==> src/rtl/shift_reg_32_pkg.sv <==
// shift_reg_32_pkg
// Mode-select encodings for the 32-bit universal shift register. The select
// value is {S1,S0}. Other blocks that drive the register (for example display
// scrolling) can import these names so they never hard-code raw bit patterns.
package shift_reg_32_pkg;

  localparam logic [1:0] MODE_HOLD = 2'b00;
  localparam logic [1:0] MODE_SHR  = 2'b01;
  localparam logic [1:0] MODE_SHL  = 2'b10;
  localparam logic [1:0] MODE_LOAD = 2'b11;

  localparam int unsigned WIDTH = 32;

endpackage

==> src/rtl/shift_reg_32_cell.sv <==
// shift_reg_32_cell
// One bit of the universal shift register: a 4:1 mux feeding a flip-flop
// with synchronous clear.
// Ports:
//   clk      rising-edge clock
//   clear    synchronous active-high clear, overrides the mode
//   mode     {S1,S0}: hold, take right neighbour, take left neighbour, load
//   rightIn  bit from the next-higher position (SR for bit 31)
//   leftIn   bit from the next-lower position (SL for bit 0)
//   loadIn   parallel-load data bit
//   q        stored bit
module shift_reg_32_cell
  import shift_reg_32_pkg::*;
(
  input  logic       clk,
  input  logic       clear,
  input  logic [1:0] mode,
  input  logic       rightIn,
  input  logic       leftIn,
  input  logic       loadIn,
  output logic       q
);

  logic q_q;
  logic q_d;

  // Next-state selection. An undefined select falls to the default arm and
  // drives X, so a bad select never looks like a legal mode in simulation.
  always_comb begin
    q_d = q_q;
    case (mode)
      MODE_HOLD: q_d = q_q;
      MODE_SHR:  q_d = rightIn;
      MODE_SHL:  q_d = leftIn;
      MODE_LOAD: q_d = loadIn;
      default:   q_d = 1'bx;
    endcase
  end

  // Storage flop; clear wins over every mode.
  always_ff @(posedge clk) begin
    if (clear) begin
      q_q <= 1'b0;
    end else begin
      q_q <= q_d;
    end
  end

  assign q = q_q;

endmodule

==> src/rtl/shift_reg_32.sv <==
// shift_reg_32
// 32-bit universal shift register (a 74194 widened to 32 bits) with
// synchronous active-high clear. Built from 32 identical one-bit cells.
// Ports:
//   clk    rising-edge clock
//   clear  synchronous active-high clear, Q <= 0, overrides mode
//   S1,S0  mode select: 00 hold, 01 shift right, 10 shift left, 11 load
//   SL     serial input entering bit 0 on shift left
//   SR     serial input entering bit 31 on shift right
//   PData  parallel load data
//   Q      registered contents
module shift_reg_32
  import shift_reg_32_pkg::*;
(
  input  logic        clk,
  input  logic        clear,
  input  logic        S1,
  input  logic        S0,
  input  logic        SL,
  input  logic        SR,
  input  logic [31:0] PData,
  output logic [31:0] Q
);

  logic [WIDTH-1:0] qBits;
  logic [WIDTH-1:0] rightChain;
  logic [WIDTH-1:0] leftChain;
  logic [1:0]       mode;

  assign mode = {S1, S0};

  // Neighbour chains: on a right shift bit i takes bit i+1 and bit 31 takes
  // SR; on a left shift bit i takes bit i-1 and bit 0 takes SL. Building
  // them as whole vectors keeps the edge bits out of the generate loop.
  assign rightChain = {SR, qBits[WIDTH-1:1]};
  assign leftChain  = {qBits[WIDTH-2:0], SL};

  for (genvar i = 0; i < WIDTH; i++) begin : gCell
    shift_reg_32_cell uCell (
      .clk     (clk),
      .clear   (clear),
      .mode    (mode),
      .rightIn (rightChain[i]),
      .leftIn  (leftChain[i]),
      .loadIn  (PData[i]),
      .q       (qBits[i])
    );
  end

  assign Q = qBits;

endmodule

==> config.mk <==
export PLATFORM = sky130hd
export DESIGN_NAME = shift_reg_32
export DESIGN_NICKNAME = d
export VERILOG_FILES = /design/src/rtl/shift_reg_32_pkg.sv /design/src/rtl/shift_reg_32_cell.sv /design/src/rtl/shift_reg_32.sv
export SDC_FILE = /design/constraint.sdc
export NUM_CORES = 1
export LEC_CHECK = 0
export ABC_CLOCK_PERIOD_IN_PS = 900
export CAP_MARGIN = 15
export CELL_PAD_IN_SITES_DETAIL_PLACEMENT = 0
export CELL_PAD_IN_SITES_GLOBAL_PLACEMENT = 1
export CORE_MARGIN = 4
export CORE_UTILIZATION = 30
export DETAILED_ROUTE_END_ITERATION = 8
export GPL_ROUTABILITY_DRIVEN = 0
export PLACE_DENSITY = 0.78
export SLEW_MARGIN = 20
export SYNTH_ARGS = -nofsm -noshare
export SYNTH_HDL_FRONTEND = slang
export SYNTH_SLANG_ARGS = --single-unit
==> constraint.sdc <==
create_clock -name clk -period 0.9 [get_ports clk]
set_input_delay 0.27 -clock clk [delete_from_list [all_inputs] [get_ports clk]]
set_output_delay 0.27 -clock clk [all_outputs]
set_load 0.005 [all_outputs]
==> metrics.txt <==
Die Wd=87.0 um; Placed Area=2620 sq um; Non-Filler Cell Area, Final=approximately 2800 sq um; clk_lat worst skew=around 280 ps; WL final=4.69 mm; Mapped Nets=214; Worst Path Buf+Inv=1; RR Endpoint=gCell[11].uCell.q$_SDFFE_PP0P_; most frequent cells in the layout=mux2i_1, buf_4, clkdlybuf4s50_1, dfxtp_2, o22ai_1; Final Hold Fails=0; R2R Path Start=gCell[10].uCell.q$_SDFFE_PP0P_; H-tree depth=2; Post-Syn Instances=roughly 180; Initial DRC Count=22; Synth warnings=0; Num CTS Buffers=5; Final ANT Viol Nets=0; dpl cells=roughly 310; dominant delay contributor by cell family on the critical path=flip-flops; vias per inst=4.66; die area=7560 sq um; r2r setup slk=around 60 ps; total chip power=3620 uW; post-route setup slack=-92.9 ps; global-route wire length before repair=7.33 mm; slew margin rel.=0.861; Final Non-Filler Cells=around 320; Congestion Overflow GR=0; status=complete, but fails checks; Clock Path Buffers=2; worst path cell trace=buf_6; Final Core Density=0.472; cell area after synthesis=between 1500 and 2000 sq um; maximum clock frequency=1.01 GHz; R2R cell count=3; Fillers=588; register area share after synthesis=0.342; I/O pin cnt=70; Worst VDD drop=0.598 mV; period utilization=1.10; I/O Buffers=between 60 and 70; violated checks=setup timing; register area=681 sq um; CP max FO=2; Final setup viols=32; area of the multi-input gates=between 900 and 1000 sq um; arrival time at the worst endpoint=between 700 and 800 ps; critical-path cell with the highest stage delay=dfxtp_2; largest net degree at the start of global routing=33; nets=roughly 290; site row count=28; Post-route DRC=0; measured slew at the worst slew-check pin=204 ps; Yosys top cell area share=0.342; max reg flops=32; commonest non-fill, non-tap cell in the layout=mux2i_1; initial antenna violation count=0; WS Path Type=flip-flop to primary output; n_diodes=0; CTS hold repair buffers=0; number of cells on the critical path=1; maxcap violations=0; Req. time, crit path=630 ps; clk_skew=around 6.0 ps; Avg WL per Cell=14.5 um; drt first pass iters=4; via count of the first global-routing pass=about 1600; Worst setup endpoint=Q[1]; mean post-synth cell area=between 10 and 15 sq um; cell leakage power=~0.0013 uW; flops & latches, synth=32; Die H=a little under 90 um; # clock sinks=32; Area Overhead vs Synth=51.2%; initial core utilization=0.312; Setup crit end kind=primary output; crit path from=gCell[1].uCell.q$_SDFFE_PP0P_; Root Driver=clkbuf_8; dpl hpwl=roughly 3.1 mm; Synth area leader=dfxtp_1; vias=1510; GRT Total Usage=0.124; RSZ-0062 raised after global routing=true; Hold Path Class=input pin to flip-flop; synth unique cells=9; TritonCTS clock tree=yes; Final Max Tran Viols=0; Setup crit start kind=flip-flop; Crit path largest cell delay=between 300 and 400 ps; Power Dens Cells=1280 nW/um^2; share of post-route cells with drive strength above 1=0.486; Synth area leaders=dfxtp_1, mux2i_1, buf_4; clock-pin transition on the worst setup and hold timing paths=approximately 70 ps; Final min period=a little under 1000 ps; Placeable Area=about 6000 sq um
-- timing repair --
action / in CTS / in global routing
cloned: 2 / 1
hold endpoints to repair: 0 / 0
gates resized for setup: 174 / 18
buffers inserted: 1 / 0
endpoints found under the setup margin: 64 / 56
pin swaps: 1 / 0
-- cells in the mapped netlist --
library cell,n
mux2i_1,64
buf_4,32
o22ai_1,32
buf_6,11
clkbuf_1,1
or2_1,1
or2b_1,1
dfxtp_1,32
buf_1,2
-- per-layer routing --
metal	global-route usage	wire [um]	vias to the layer above
li1	-	-	760
met4	0.0467	39	0
met3	0.0331	282	2
met1	0.156	2150	704
met2	0.202	2220	44
met5	0	0	-
-- how the worst min path moves through the flow --
stage,startpoint,end,slack (ps),depth (start not counted)
after global routing,S1,gCell[17].uCell.q$_SDFFE_PP0P_,560,4
after CTS,S1,gCell[17].uCell.q$_SDFFE_PP0P_,560,4
final,S1,gCell[11].uCell.q$_SDFFE_PP0P_,560,4
after floorplan,PData[2],gCell[2].uCell.q$_SDFFE_PP0P_,440,2
after global placement,gCell[6].uCell.q$_SDFFE_PP0P_,gCell[5].uCell.q$_SDFFE_PP0P_,620,3
after detailed placement,gCell[31].uCell.q$_SDFFE_PP0P_,gCell[30].uCell.q$_SDFFE_PP0P_,630,3
-- through the flow --
step	hold WS (ps)	setup TNS (ps)	setup WS, ps
floorplan	443	-980	-33.2
global placement	624	-20320	-494
detailed placement	628	-20700	-513
CTS	558	-3070	-111
global route	561	-3510	-121
finish	561	-2530	-92.9
-- layout make-up --
type | instances | area share
flip-flops and latches | 32 | 0.241
clock buffers | 8 | 0.0318
repair buffers | 111 | 0.372
well taps | 75 | 0.0332
multi-input cells | 98 | 0.323
-- power breakdown --
group          leakage (uW)  switching (uW)  internal, uW
Combinational      0.000985             350           581
Clock             0.0000455             503           623
Sequential         0.000275            47.7          1510
-- cell families (layout without fill, tap and decap cells) --
group,count (synthesis),after routing,share of synthesized area
compound gates,32,32,0.107
buf+inv,46,119,0.201
flops,32,32,0.342
mux,64,64,0.342
simple gates,2,2,0.00736
Power figures use the tool's default switching activity.
